**config.mk**
```make
export PLATFORM = sky130hd
export DESIGN_NAME = port_sched5_flat
export DESIGN_NICKNAME = d
export VERILOG_FILES = /design/src/rtl/port_sched5_if.sv /design/src/rtl/port_sched5.sv /design/src/flat_wrapper.sv
export SDC_FILE = /design/constraint.sdc
export NUM_CORES = 1
export LEC_CHECK = 0
export ABC_AREA = 1
export CORE_MARGIN = 2
export CORE_UTILIZATION = 45
export DETAILED_ROUTE_END_ITERATION = 8
export HOLD_SLACK_MARGIN = 0.03
export PLACE_DENSITY = 0.69
export SETUP_SLACK_MARGIN = 0.5
export SYNTH_ARGS = -nofsm -noshare
export SYNTH_HDL_FRONTEND = slang
export SYNTH_SLANG_ARGS = --single-unit
```
**constraint.sdc**
```tcl
create_clock -name clk -period 2.2 [get_ports clk]
set_input_delay 0.44 -clock clk [delete_from_list [all_inputs] [get_ports clk]]
set_output_delay 0.44 -clock clk [all_outputs]
set_load 0.01 [all_outputs]
```
**src/rtl/port_sched5_if.sv**
```systemverilog
// port_sched5_if -- request/grant/credit bundle for the 5-port scheduler.
//   req, tail    : per-input-port flit valid and tail flag (bit i = port i)
//   credit_ret   : downstream FIFO returns one slot this cycle
//   gnt          : registered one-hot grant, 0 when idle
//   out_valid    : a flit transfers this cycle
//   out_sel      : binary index of the granted port (0 when gnt = 0)
//   credit_cnt   : downstream credits currently available
//   credit_err   : sticky credit-overflow flag
//   timeout      : one-cycle pulse on a forced lock release
// Modports: slave = scheduler, master = requester/testbench side.
interface port_sched5_if;
  logic [4:0] req;
  logic [4:0] tail;
  logic       credit_ret;
  logic [4:0] gnt;
  logic       out_valid;
  logic [2:0] out_sel;
  logic [3:0] credit_cnt;
  logic       credit_err;
  logic       timeout;

  modport slave (
    input  req, tail, credit_ret,
    output gnt, out_valid, out_sel, credit_cnt, credit_err, timeout
  );

  modport master (
    output req, tail, credit_ret,
    input  gnt, out_valid, out_sel, credit_cnt, credit_err, timeout
  );
endinterface

```
**src/rtl/port_sched5.sv**
```systemverilog
// port_sched5 -- 5-input packet scheduler with least-recently-granted
// arbitration, per-packet locking and downstream credit flow control.
// Ports:
//   clk    : single clock, rising edge
//   rst_n  : asynchronous active-low reset
//   bus    : port_sched5_if.slave (req/tail/credit_ret in,
//            gnt/out_valid/out_sel/credit_cnt/credit_err/timeout out)
// Parameters: CREDITS (1..15) downstream FIFO depth, TIMEOUT (2..255)
// maximum lock length when the lock timeout is built in.
// Optional feature: define PORT_SCHED5_TIMEOUT_EN to add the 8-bit lock
// counter and forced release; otherwise timeout is tied low and a lock
// is held until the tail flit transfers.
module port_sched5 #(
  parameter int CREDITS = 4,
  parameter int TIMEOUT = 64
) (
  input  logic         clk,
  input  logic         rst_n,
  port_sched5_if.slave bus
);

  if (CREDITS < 1 || CREDITS > 15) begin : g_bad_credits
    $error("port_sched5: CREDITS out of range 1..15");
  end
  if (TIMEOUT < 2 || TIMEOUT > 255) begin : g_bad_timeout
    $error("port_sched5: TIMEOUT out of range 2..255");
  end

  typedef enum logic {IDLE, LOCKED} state_t;

  state_t     state_q, state_d;
  logic [4:0] gnt_q, gnt_d;
  // One bit per unordered port pair (i<j): 1 = port i beats port j.
  logic [9:0] pri_q, pri_d;
  logic [3:0] credit_q, credit_d;
  logic       err_q, err_d;
  logic       credit_nz, ov, tail_hit, timeout_w;
  logic [4:0] win;

  function automatic logic [3:0] pidx(input int i, input int j);
    return 4'((i * (9 - i)) / 2 + (j - i - 1));
  endfunction

  function automatic logic beats(input logic [9:0] p, input int i, input int j);
    if (i < j) return p[pidx(i, j)];
    else       return !p[pidx(j, i)];
  endfunction

  // A requester wins only if it beats every other active requester.
  function automatic logic [4:0] lrg_winner(input logic [9:0] p, input logic [4:0] r);
    logic [4:0] w;
    w = '0;
    for (int i = 0; i < 5; i++) begin
      w[i] = r[i];
      for (int j = 0; j < 5; j++)
        if (j != i && r[j] && !beats(p, i, j)) w[i] = 1'b0;
    end
    return w;
  endfunction

  // Make port w lose to every other port; other pairs keep their order.
  function automatic logic [9:0] demote(input logic [9:0] p, input logic [4:0] w1h);
    logic [9:0] n;
    n = p;
    for (int w = 0; w < 5; w++)
      if (w1h[w])
        for (int j = 0; j < 5; j++) begin
          if (j > w) n[pidx(w, j)] = 1'b0;
          if (j < w) n[pidx(j, w)] = 1'b1;
        end
    return n;
  endfunction

  function automatic logic [2:0] enc5(input logic [4:0] g);
    logic [2:0] s;
    s = '0;
    for (int i = 0; i < 5; i++)
      if (g[i]) s = 3'(i);
    return s;
  endfunction

  assign credit_nz = (credit_q != 4'd0);
  assign ov        = (|(gnt_q & bus.req)) & credit_nz;
  // gnt is one-hot, so masking tail with it picks tail[out_sel].
  assign tail_hit  = |(gnt_q & bus.tail);
  assign win       = lrg_winner(pri_q, bus.req);

`ifdef PORT_SCHED5_TIMEOUT_EN
  logic [7:0] lock_cnt_q, lock_cnt_d;
`endif

  always_comb begin
    state_d   = state_q;
    gnt_d     = gnt_q;
    pri_d     = pri_q;
    timeout_w = 1'b0;
`ifdef PORT_SCHED5_TIMEOUT_EN
    lock_cnt_d = lock_cnt_q;
`endif
    case (state_q)
      IDLE: begin
        if ((|bus.req) && credit_nz) begin
          state_d = LOCKED;
          gnt_d   = win;
          pri_d   = demote(pri_q, win);
`ifdef PORT_SCHED5_TIMEOUT_EN
          lock_cnt_d = 8'd0;
`endif
        end
      end
      LOCKED: begin
        if (ov && tail_hit) begin
          state_d = IDLE;
          gnt_d   = '0;
        end
`ifdef PORT_SCHED5_TIMEOUT_EN
        else if (lock_cnt_q == 8'(TIMEOUT - 1)) begin
          state_d   = IDLE;
          gnt_d     = '0;
          timeout_w = 1'b1;
        end else begin
          lock_cnt_d = lock_cnt_q + 8'd1;
        end
`endif
      end
      default: begin
        state_d = IDLE;
        gnt_d   = '0;
      end
    endcase
  end

  always_comb begin
    credit_d = credit_q;
    err_d    = err_q;
    if (ov && !bus.credit_ret) begin
      credit_d = credit_q - 4'd1;
    end else if (bus.credit_ret && !ov) begin
      // Return beyond the FIFO depth: saturate and flag.
      if (credit_q == 4'(CREDITS)) err_d = 1'b1;
      else                         credit_d = credit_q + 4'd1;
    end
  end

  always_ff @(posedge clk or negedge rst_n) begin
    if (!rst_n) begin
      state_q  <= IDLE;
      gnt_q    <= '0;
      pri_q    <= '0;
      credit_q <= 4'(CREDITS);
      err_q    <= 1'b0;
    end else begin
      state_q  <= state_d;
      gnt_q    <= gnt_d;
      pri_q    <= pri_d;
      credit_q <= credit_d;
      err_q    <= err_d;
    end
  end

`ifdef PORT_SCHED5_TIMEOUT_EN
  always_ff @(posedge clk or negedge rst_n) begin
    if (!rst_n) lock_cnt_q <= 8'd0;
    else        lock_cnt_q <= lock_cnt_d;
  end
`endif

  assign bus.gnt        = gnt_q;
  assign bus.out_valid  = ov;
  assign bus.out_sel    = enc5(gnt_q);
  assign bus.credit_cnt = credit_q;
  assign bus.credit_err = err_q;
  assign bus.timeout    = timeout_w;

endmodule

```
**src/flat_wrapper.sv**
```systemverilog
// flat-port wrapper written by rule: the top's interface ports become plain ports
module port_sched5_flat 
#(
  parameter int CREDITS = 4,
  parameter int TIMEOUT = 64
)
  (clk, rst_n, bus_req, bus_tail, bus_credit_ret, bus_gnt, bus_out_valid, bus_out_sel, bus_credit_cnt, bus_credit_err, bus_timeout);
  port_sched5_if bus_i ();
  input  logic clk;
  input  logic rst_n;
  input wire logic [$bits(bus_i.req)-1:0] bus_req;
  input wire logic [$bits(bus_i.tail)-1:0] bus_tail;
  input wire logic [$bits(bus_i.credit_ret)-1:0] bus_credit_ret;
  output wire logic [$bits(bus_i.gnt)-1:0] bus_gnt;
  output wire logic [$bits(bus_i.out_valid)-1:0] bus_out_valid;
  output wire logic [$bits(bus_i.out_sel)-1:0] bus_out_sel;
  output wire logic [$bits(bus_i.credit_cnt)-1:0] bus_credit_cnt;
  output wire logic [$bits(bus_i.credit_err)-1:0] bus_credit_err;
  output wire logic [$bits(bus_i.timeout)-1:0] bus_timeout;
  assign bus_i.req = bus_req;
  assign bus_i.tail = bus_tail;
  assign bus_i.credit_ret = bus_credit_ret;
  assign bus_gnt = bus_i.gnt;
  assign bus_out_valid = bus_i.out_valid;
  assign bus_out_sel = bus_i.out_sel;
  assign bus_credit_cnt = bus_i.credit_cnt;
  assign bus_credit_err = bus_i.credit_err;
  assign bus_timeout = bus_i.timeout;
  port_sched5 #(.CREDITS(CREDITS), .TIMEOUT(TIMEOUT)) u_core (.clk(clk), .rst_n(rst_n), .bus(bus_i));
endmodule
```
; ---- Yosys cells after proc, flatten, opt, wreduce, memory -nomap -nowiden
; Cells that the tools add are included.
[word_totals]
output_inout_bits = 15
word_cells = 135
input_bits = 13
regBits = 21
[op_classes]
n_bitwise = 5
n_reduce_logical = 64
n_mux = 46
eq_ne = 4
add_sub_neg = 2
[op_table]
columns = op, count
row1 = 3-bit AND reduction, 11
row2 = 1-bit 2-to-1 mux, 32
row3 = 1-bit logical AND, 24
row4 = 2-bit nonzero test, 11
row5 = 4-bit 2-to-1 mux, 4
row6 = 5-bit OR reduction, 3
row7 = 1-bit logical NOT, 12
row8 = 5-bit AND, 2
row9 = 5-bit 2-to-1 mux, 2
row10 = 5-bit case mux with 2 select lines, 1
row11 = 2-bit 2-to-1 mux, 4
row12 = 3-bit 2-to-1 mux, 2
row13 = 4-bit by 1-bit adder with 4-bit output (second input constant), 1
row14 = 4-bit by 3-bit == test with 1-bit output (second input constant), 1
row15 = 2-bit by 1-bit inequality test with 1-bit output (second input constant), 2
row16 = 2-bit AND reduction, 2
row17 = 4-bit nonzero test, 1
row18 = 4-bit by 1-bit subtractor with 4-bit output (second input constant), 1
row19 = 2-bit inequality test (second input constant), 1
row20 = 1-bit inverter, 2
row21 = 1-bit case mux with 2 select lines, 1
row22 = 1-bit AND, 1

; ---- Logic depth before layout (Yosys ltp)
; Gate-level depths: netlist of the first run.
[depth]
ltp_word = 8
ltp_mapped = 11
depth_no_buf = 11

; ---- Worst setup path before layout of the first run
; OpenSTA, ideal clock, no wires.
[synth_path]
path_kind = register -> register
startpoint = register u_core.credit_q[2], in the netlist u_core.bus.credit_cnt[2]
endpoint = register u_core.credit_q[3], in the netlist u_core.bus.credit_cnt[3]
setup_time_ps = 121
arrival_time_ps = 2005
synth_period_minus_slack_ps = 2127
required_ps = 2079
path_slack_ps = 73
path_buffers = 0
path_stages_with_launch = 12
path_cell_list = dfstp_2 > nor2_1 > nand2_1 > inv_1 > nor2_2 > ha_1 > ha_1 > nand2_1 > nand2_1 > o21a_1 > o21bai_1 > nand2_1
[synth_via]
elab_chain_cells = 6
elab_cells_between_ends = 14
classes_between = add/sub: 2 / eq/ne: 2 / mux: 3 / bitwise: 1 / reduce/logical: 6
[synth_rtl]
columns = item, line_no
row1 = start: declaration, port_sched5.sv:35  ; logic [3:0] credit_q, credit_d;
row2 = start signal: assignment, port_sched5.sv:150  ; credit_q <= 4'(CREDITS);
row3 = start signal: assignment, port_sched5.sv:156  ; credit_q <= credit_d;
row4 = 4-bit nonzero test *, port_sched5.sv:82  ; assign credit_nz = (credit_q != 4'd0);
row5 = 1-bit AND *, port_sched5.sv:83  ; assign ov = (|(gnt_q & bus.req)) & credit_nz;
row6 = named net bus_out_valid, flat_wrapper.sv:15  ; output wire logic [$bits(bus_i.out_valid)-1:0] bus_out_valid;
row7 = 1-bit logical NOT, port_sched5.sv:138  ; end else if (bus.credit_ret && !ov) begin
row8 = 1-bit logical AND, port_sched5.sv:138
row9 = 2-bit nonzero test (no line), -
row10 = 2-bit AND reduction (no line), -
; The timed path passes the listed nets; every way through them passes the cells marked *. The select of a mux whose other input is x is not followed.
; A chain may end at the register's enable or synchronous reset.

; ---- Worst setup path in the final report of the first run
[layout_path]
startpoint = register u_core.credit_q[2], in the netlist u_core.bus.credit_cnt[2]
endpoint = register u_core.credit_q[3], in the netlist u_core.bus.credit_cnt[3]
[layout_via]
elab_chain_cells = 6
elab_cells_between_ends = 14
classes_between = add/sub: 2 / eq/ne: 2 / mux: 3 / bitwise: 1 / reduce/logical: 6
[layout_rtl]
columns = item
row1 = "parallel branches: the longest is 6 deep, another holds 4-bit by 1-bit adder with 4-bit output"
; Several ways; the timed one is not identified. The select of a mux whose other input is x is not followed.

==> run metrics, run 1 <==
result of the run=finished, final reports clean; average wire per cell in the routed design=14.0 um; worst path cell trace=nor2_2 > nand2_2 > inv_2 > nor2_4 > ha_4 > ha_4 > nand2_2 > nor2_2 > o21a_1 > o21bai_1 > nand2_1; vertical extent of the die=about 57 um; # rows=19; clock transition at the registers of the reported paths=~0.12 ns; first-iteration detailed-routing DRC count=46; Die X=56.7 um; total global-route track usage=21.9%; slowest stage cell on the critical path=dfstp_2; routed via count=1329; count of nets left with antenna violations after detail routing=0; final critical-path share of the clock period=84.6%; EDFF count, synth=0; root buf cell=clkbuf_4; path type of the worst min-delay path=input pin to asynchronous set/reset pin; shortest clock period the worst path allows after layout=1.86 ns; DRC=0; nets@finish=242; placed wire-length estimate=between 2000 and 2500 um; mean instance size in the synthesized netlist=7.65 sq um; routability congestion estimate from global placement=just over 0.9; per-cell via count in the routed design=about 5.2; I/O pins=28; worst path bufs/invs=1; clock network latency to the later pin of the worst-skew pair=0.30 ns; largest fanout on the critical path=4; Post-Route Setup TNS=0 ns; kind of cell adding the most delay to the critical path=flip-flops; Core Footprint=0.00269 sq mm; netlist area before placement=0.00125 sq mm; setup repair after global routing missed its margin=true; most numerous cell in the Yosys netlist=nand2_1; fraction of layout instances using a drive strength above 1=34.5%; Syn-to-layout area delta=53.5%; clock net sink count=21; Net Count, Synth=around 180; Leakage=roughly 1.0 nW; synth warn=0; post-synthesis sequential element count=21; Crit path arrival time=2.07 ns; kind of start point of the critical path=flip-flop; most area-hungry cell type in the Yosys netlist=dfrtp_1; Die Footprint=~0.0032 sq mm; # port buffers=26; number of H-tree levels=1; Peak VDD IR=around 1000 uV; initial antenna violation count=0; Peak Freq=around 540 MHz; final hold viol count=0; Yosys cell types=30; proportion of register bits with asynchronous set or reset after synthesis=100%; wire length of the first global-routing pass=5550 um; number of global-route vias before repair=approximately 1300; largest cells by area after synthesis=dfrtp_1 40%, nand2_1 15%, inv_1 5.1%; number of buffers added by the clock tree synthesis step=3; wire length reported by the detailed router=3550 um; delay of the slowest critical-path stage=0.57 ns; pin count of the biggest net entering global routing=12; CTS tree=built; gate count after technology mapping=163; maximum buffer depth of the clock tree=2; endpoint type of the worst setup path=flip-flop; number of optimization iterations in the first detailed-route pass=4; number of max-slew violations in the final report=0; antenna diode count=0; CP required=2.41 ns; Remaining Overflow, GRT=0; clock skew=0.00191 ns; max-capacitance violation count=0; area share of the largest cell type after synthesis=40.1%; most instantiated cells after synthesis=51 x nand2_1, 20 x dfrtp_1, 17 x inv_1; Initial Util=between 40% and 50%; WS Path Type=flip-flop to flip-flop; least setup slack across all paths after layout=between 0.3 and 0.4 ns; register area share after synthesis=42.2%; power density over cell area=1400 mW/mm^2; worst slack after detailed placement=-0.147 ns; Top FF cell, synth=dfrtp_1; final count of negative-setup-slack endpoints=0
==> power breakdown <==
| part | switching (mW) | total (mW) | internal, mW |
|---|---|---|---|
| registers | 0.155 | 0.731 | 0.576 |
| clock network | 0.121 | 0.192 | 0.0707 |
| logic | 0.855 | 1.76 | 0.903 |
| total | 1.13 | 2.68 | 1.55 |
==> what timing repair did <==
action / 4_1_cts / 5_1_grt
gates resized for setup: 36 / 24
hold buffers: 0 / 0
pin swaps: 14 / 14
buffers inserted: 19 / 5
endpoints found under the setup margin: 17 / 13
==> routing by layer <==
| layer | vias to the layer above | GRT usage, % | wire (um) | share of wire, % |
|---|---|---|---|---|
| li1 | 634 | - | - | - |
| met1 | 638 | 27.1 | 1420 | 40 |
| met2 | 45 | 38.2 | 1860 | 52 |
| met3 | 12 | 2.76 | 167 | 4.7 |
| met4 | 0 | 8.50 | 106 | 3.0 |
| met5 | - | 0 | 0 | 0 |
==> placed cells by master, fill, tap and decap left out, drive strengths merged, types with 3 or more instances in the layout <==
cell and instances:
clkbuf 6, nand2 54, ha 4, clkdlybuf4s50 8, buf 34, or2 3, a21oi 6, nand3 10
nor2 14, dlygate4sd2 9, inv 21, dfrtp 20, dlymetal6s2s 4, o21ai 12, nand4 3
==> path summary, 6_finish.rpt <==
kind                                                   endpoint  cells past startpoint                            startpoint  slack [ns]
setup reg to reg           u_core.bus.credit_cnt[3]$_DFFE_PN0P_                     11  u_core.bus.credit_cnt[2]$_DFFE_PN1P_        0.34
setup / recovery           u_core.bus.credit_cnt[3]$_DFFE_PN0P_                     11  u_core.bus.credit_cnt[2]$_DFFE_PN1P_        0.34
hold / removal             u_core.bus.credit_cnt[0]$_DFFE_PN0P_                      1                                 rst_n        0.44
hold reg to reg               u_core.bus.credit_err$_DFFE_PN0P_                      1     u_core.bus.credit_err$_DFFE_PN0P_        0.47
max in group asynchronous         u_core.bus.gnt[4]$_DFFE_PN0P_                      2                                 rst_n        1.19
min in group clk              u_core.bus.credit_err$_DFFE_PN0P_                      1     u_core.bus.credit_err$_DFFE_PN0P_        0.47
==> cell type report <==
class / count / area [sq um]
Sequential cell: 21 / 531
Tap cell: 31 / 38.8
Fill cell: 204 / 772
Clock buffer: 4 / 26.3
Multi-Input combinational cell: 119 / 736
Timing Repair Buffer: 58 / 497
Inverter: 21 / 86.3
==> stage by stage <==
step	cells	util [%]	hold slack [ns]	instance area [sq um]	power [mW]
4_1_cts	249	68.3	0.469	1830	2.48
5_1_grt	254	71.3	0.471	1910	2.90
3_3_place_gp	226	60.6	0.445	1630	1.96
6_report	254	71.3	0.445	1910	2.68
2_1_floorplan	163	-	0.144	1280	1.51
3_5_place_dp	226	60.6	0.452	1630	2.02
==> cells by family after synthesis <==
logic type / count (synthesis) / share of synthesized area (%)
AND/OR/NAND/NOR: 85 / 30.0
adder cells (fa/ha/maj): 5 / 5.62
AO/OA/AOI/OAI: 25 / 12.2
other: 1 / 0.301
buffers and inverters: 23 / 7.52
XOR/XNOR: 3 / 2.11
flip-flops: 21 / 42.2
==> registers in the layout, indices dropped and copies added, names as in the netlist <==
name,count
u_core.bus.credit_cnt,4
u_core.bus.credit_err,1
u_core.bus.gnt,5
u_core.pri_q,10
u_core.state_q,1
No activity file was read; power rests on OpenSTA's default activity.
==> run 2: changes to the inputs <==
Settings changed: CORE_UTILIZATION 45 to 44, PLACE_DENSITY 0.69 to 0.7.
Clock period 2.2 ns to 1.6 ns, I/O delays scaled along.
==> run metrics, run 2 (synthesized netlist as in run 1, its figures left out) <==
result of the run=complete, but fails checks; failing checks=setup timing; first-iteration detailed-routing DRC count=44; launch instance of the worst register-to-register path=u_core.bus.credit_cnt[2]$_DFFE_PN1P_; delay of the slowest critical-path stage=0.56 ns; nets@finish=255; clock transition at the registers of the reported paths=0.13 ns; root buf cell=clkbuf_4; final design area excluding fillers=0.00221 sq mm; Syn-to-layout area delta=76.8%; number of H-tree levels=1; wire length reported by the detailed router=3870 um; CTS tree=built; shortest clock period the worst path allows after layout=1.82 ns; I/O pins=28; total global-route track usage=23.0%; clock skew=0.00814 ns; Crit path arrival time=2.04 ns; Die Footprint=0.00328 sq mm; number of max-slew violations in the final report=0; placed wire-length estimate=about 2500 um; per-cell via count in the routed design=5.14; post-route non-filler standard cell count=267; Peak Freq=549 MHz; DRC=0; worst reg2reg setup slack=-0.22 ns; endpoint type of the worst setup path=flip-flop; most common library cell in the layout ignoring fill and taps=nand2_1; Leakage=1.14 nW; Core Footprint=0.00273 sq mm; initial antenna violation count=0; final hold viol count=0; antenna diode count=0; maximum buffer depth of the clock tree=2; worst path cell trace=nor2_2 > nand2_2 > inv_2 > nor2_4 > ha_4 > ha_1 > nand2_1 > nor2_2 > o21a_1 > o21bai_1 > nand2_1; register with the highest flop count=u_core.pri_q; Hold WS=around 0.34 ns; least setup slack across all paths after layout=-0.222 ns; clock net sink count=21; final critical-path share of the clock period=114%; vertical extent of the die=57.2 um; Post-Place Cells=between 200 and 250; Finished Core Util=80.7%; commonest non-fill, non-tap cells in the layout=37 x nand2_1, 32 x buf_6, 20 x buf_4, 20 x dfrtp_1, 12 x inv_1; clock network latency to the later pin of the worst-skew pair=0.32 ns; Peak VDD IR=1630 uV; number of flip-flops under the largest register name=10; slowest stage cell on the critical path=dfstp_2; setup repair after global routing missed its margin=true; max-capacitance violation count=0; routed via count=1373; worst path bufs/invs=1; # port buffers=26; number of global-route vias before repair=between 1000 and 1500; pin count of the biggest net entering global routing=22; cell area after placement=0.00176 sq mm; Initial Util=45.6%; final count of negative-setup-slack endpoints=7; Remaining Overflow, GRT=0; post-cts hold buffer count=0; r2r worst-path depth=11; kind of cell adding the most delay to the critical path=flip-flops; CP required=around 1.8 ns; # rows=19; path type of the worst min-delay path=input pin to asynchronous set/reset pin; count of nets left with antenna violations after detail routing=0; WS Path Type=flip-flop to flip-flop; number of optimization iterations in the first detailed-route pass=4; power density over cell area=1890 mW/mm^2; fraction of layout instances using a drive strength above 1=50.0%; Die X=57.2 um; endpoint of the lowest-slack register-to-register path=u_core.bus.credit_cnt[3]$_DFFE_PN0P_; average wire per cell in the routed design=14.5 um; routability congestion estimate from global placement=0.898; kind of start point of the critical path=flip-flop; largest fanout on the critical path=4; wire length of the first global-routing pass=~6000 um; number of buffers added by the clock tree synthesis step=3
## run 2: cell count changes in the layout (fill, tap and decap cells not counted), moves of 4 or more
| cell | change |
|---|---|
| nand2_1 | -8 |
| o21ai_0 | -7 |
| buf_6 | +28 |
| nand2_4 | +6 |
| buf_4 | -9 |
| nand3_1 | -5 |
| o21ai_2 | +5 |
| dlymetal6s2s_1 | -4 |
## run 2: power breakdown
group | total (mW) | switching [mW] | internal, mW
Sequential | 0.992 | 0.207 | 0.785
Clock | 0.274 | 0.181 | 0.0936
Combinational | 2.91 | 1.39 | 1.53
Total | 4.18 | 1.77 | 2.41
## run 2: per-stage QoR
step,setup WS (ns),TNS [ns],power (mW)
3_3_place_gp,-0.547,-5.02,2.93
6_report,-0.222,-1.07,4.18
2_1_floorplan,-0.313,-1.10,2.10
3_5_place_dp,-0.631,-5.61,3.01
5_1_grt,-0.357,-1.62,4.50
4_1_cts,-0.230,-0.864,3.86
## run 2: layout make-up
type | instances | area [sq um]
multi-input cells | 120 | 858
repair buffers | 70 | 668
fillers | 163 | 528
flip-flops and latches | 21 | 527
inverters | 21 | 86.3
well taps | 31 | 38.8
clock buffers | 3 | 22.5
clock inverters | 1 | 5.00
## run 2: worst max-delay path by stage
stage               cells past startpoint                                   end                                  from  slack [ns]
finish                                 11  u_core.bus.credit_cnt[3]$_DFFE_PN0P_  u_core.bus.credit_cnt[2]$_DFFE_PN1P_       -0.22
global route                           11  u_core.bus.credit_cnt[3]$_DFFE_PN0P_  u_core.bus.credit_cnt[2]$_DFFE_PN1P_       -0.36
CTS                                    11  u_core.bus.credit_cnt[3]$_DFFE_PN0P_  u_core.bus.credit_cnt[2]$_DFFE_PN1P_       -0.23
detailed placement                     12  u_core.bus.credit_cnt[3]$_DFFE_PN0P_                            bus_req[0]       -0.63
global placement                       12  u_core.bus.credit_cnt[3]$_DFFE_PN0P_                            bus_req[0]       -0.55
floorplan                              11  u_core.bus.credit_cnt[3]$_DFFE_PN0P_  u_core.bus.credit_cnt[2]$_DFFE_PN1P_       -0.31
## run 2: what timing repair did
item                                    CTS  global route
cloned                                    1             0
gates resized for setup                 121            25
endpoints found under the setup margin   35            35
setup buffers                            12             8
pin swaps                                10             8
## run 2: routing by layer
layer,GRT usage (%),share of wire (%)
met1,28.7,42
met2,40.2,53
met3,2.04,2.9
met4,10.6,2.2
met5,0,0
==> run 3: changes to the inputs <==
Settings changed: CORE_UTILIZATION 44 to 45, GPL_TIMING_DRIVEN set to 0, PLACE_DENSITY 0.7 to 0.69.
Clock period 1.6 ns to 2.2 ns, I/O delays scaled along.
==> run metrics, run 3 (synthesized netlist as in run 1, its figures left out) <==
result of the run=finished, final reports clean; clock net sink count=21; # port buffers=26; number of global-route vias before repair=between 1000 and 1500; portion of total power attributed to the clock network=8.2%; clock transition at the registers of the reported paths=0.14 ns; routability congestion estimate from global placement=roughly 0.84; # rows=19; maximum buffer depth of the clock tree=2; vertical extent of the die=56.7 um; combinational fraction of design power=between 60% and 70%; number of flip-flops under the largest register name=10; setup repair after global routing missed its margin=true; Core Footprint=between 0.002 and 0.003 sq mm; Finished Core Util=67.2%; total global-route track usage=21.8%; endpoint type of the worst setup path=flip-flop; root buf cell=clkbuf_4; proportion of power drawn by flip-flops and latches=28.9%; final count of negative-setup-slack endpoints=0; Peak VDD IR=approximately 910 uV; CTS tree=built; most common library cell in the layout ignoring fill and taps=nand2_1; I/O pins=28; wire length reported by the detailed router=3350 um; final critical-path share of the clock period=approximately 87%; internal power component=1.41 mW; fraction of layout instances using a drive strength above 1=30.0%; Leakage=about 0.98 nW; Worst Max-Slew Pin Slew=0.964 ns; wire length of the first global-routing pass=5400 um; Die Footprint=0.00321 sq mm; placed wire-length estimate=2220 um; overall power after layout=~2.5 mW; number of optimization iterations in the first detailed-route pass=4; max-capacitance violation count=0; number of buffers added by the clock tree synthesis step=3; antenna diode count=0; number of H-tree levels=1; Initial Util=46.4%; remaining max-slew budget at the tightest pin=35.5%; routed via count=1255; count of nets left with antenna violations after detail routing=0; Post-Place Cells=220; post-cts hold buffer count=0; Remaining Overflow, GRT=0; first-iteration detailed-routing DRC count=37; WS Path Type=flip-flop to flip-flop; clock network latency to the later pin of the worst-skew pair=~0.33 ns; Hold WS=0.473 ns; CP required=2.41 ns; Post-Route Setup TNS=0 ns; final hold viol count=0; register with the highest flop count=u_core.pri_q; nets@finish=229; initial antenna violation count=0; clock skew=roughly 0.017 ns; post-route non-filler standard cell count=241; Peak Freq=523 MHz; largest fanout on the critical path=4; Die X=56.7 um; kind of start point of the critical path=flip-flop; switching power as a share of total power=43.7%; per-cell via count in the routed design=roughly 5.2; average wire per cell in the routed design=roughly 14 um; DRC=0; number of max-slew violations in the final report=0; pin count of the biggest net entering global routing=22; shortest clock period the worst path allows after layout=approximately 1.9 ns; Crit path arrival time=roughly 2.1 ns; commonest non-fill, non-tap cells in the layout=43 x nand2_1, 18 x dfrtp_1, 17 x buf_4; power density over cell area=around 1400 mW/mm^2; path type of the worst min-delay path=flip-flop to flip-flop; Switch Pwr=1.10 mW; Syn-to-layout area delta=44.7%
[run 3: changes by cell type in the layout (fill, tap and decap cells not counted), moves of 4 or more]
cell,delta
o21ai_2,-5
buf_6,-29
nand3_1,+5
dlygate4sd2_1,+5
nand2_1,+6
o21ai_0,+7
nor2_1,+4
nor2_2,-4
[run 3: final timing paths]
path	from	to	slack (ns)	cells past startpoint
max	u_core.bus.credit_cnt[2]$_DFFE_PN1P_	u_core.bus.credit_cnt[1]$_DFFE_PN0P_	0.29	9
min	u_core.bus.credit_err$_DFFE_PN0P_	u_core.bus.credit_err$_DFFE_PN0P_	0.47	1
max reg2reg	u_core.bus.credit_cnt[2]$_DFFE_PN1P_	u_core.bus.credit_cnt[1]$_DFFE_PN0P_	0.29	9
min reg2reg	u_core.bus.credit_err$_DFFE_PN0P_	u_core.bus.credit_err$_DFFE_PN0P_	0.47	1
max in group asynchronous	rst_n	u_core.bus.credit_cnt[1]$_DFFE_PN0P_	0.92	1
min in group asynchronous	rst_n	u_core.pri_q[6]$_DFFE_PN0P_	0.63	1
[run 3: cell type report]
cell class | count | area [sq um]
fill | 237 | 881
multi-input combinational | 119 | 741
tap | 31 | 38.8
timing repair buffer | 43 | 375
inverter | 21 | 78.8
buffer | 2 | 15.0
clock buffer | 3 | 22.5
clock inverter | 1 | 5.00
sequential | 21 | 529
[run 3: per-stage QoR]
step,setup WS (ns),cell area [sq um]
final,0.288,1810
after global routing,0.222,1810
after CTS,0.338,1750
after detailed placement,-0.280,1580
after global placement,-0.251,1580
after floorplan,0.284,1280
[run 3: worst max-delay path, cell delays in order (launching register included)]
cell and delay [ns]:
dfstp_2 0.56, nor2_1 0.05, nand2_2 0.07, inv_2 0.04, nor2_4 0.13, ha_4 0.19, buf_4 0.13, inv_2 0.05
fa_2 0.53, o21ai_1 0.06
[run 3: power by group through the flow]
stage | Combinational (mW) | Clock (mW) | Sequential [mW]
floorplan | 0.756 | 0 | 0.751
global placement | 1.18 | 0 | 0.746
detailed placement | 1.22 | 0 | 0.754
CTS | 1.45 | 0.211 | 0.719
global route | 1.74 | 0.216 | 0.747
finish | 1.58 | 0.205 | 0.724
[run 3: layer usage]
layer	part of all wire, %	vias up	global-route usage [%]
li1	-	611	-
met1	39	604	25.4
met2	57	35	39.4
met3	3.3	5	3.23
met4	1.2	0	8.84
met5	0	-	0
[run 3: timing repair]
action / 4_1_cts / 5_1_grt
pin swaps: 14 / 6
endpoints found under the setup margin: 17 / 11
resized for setup: 41 / 17
buffers inserted: 14 / 3
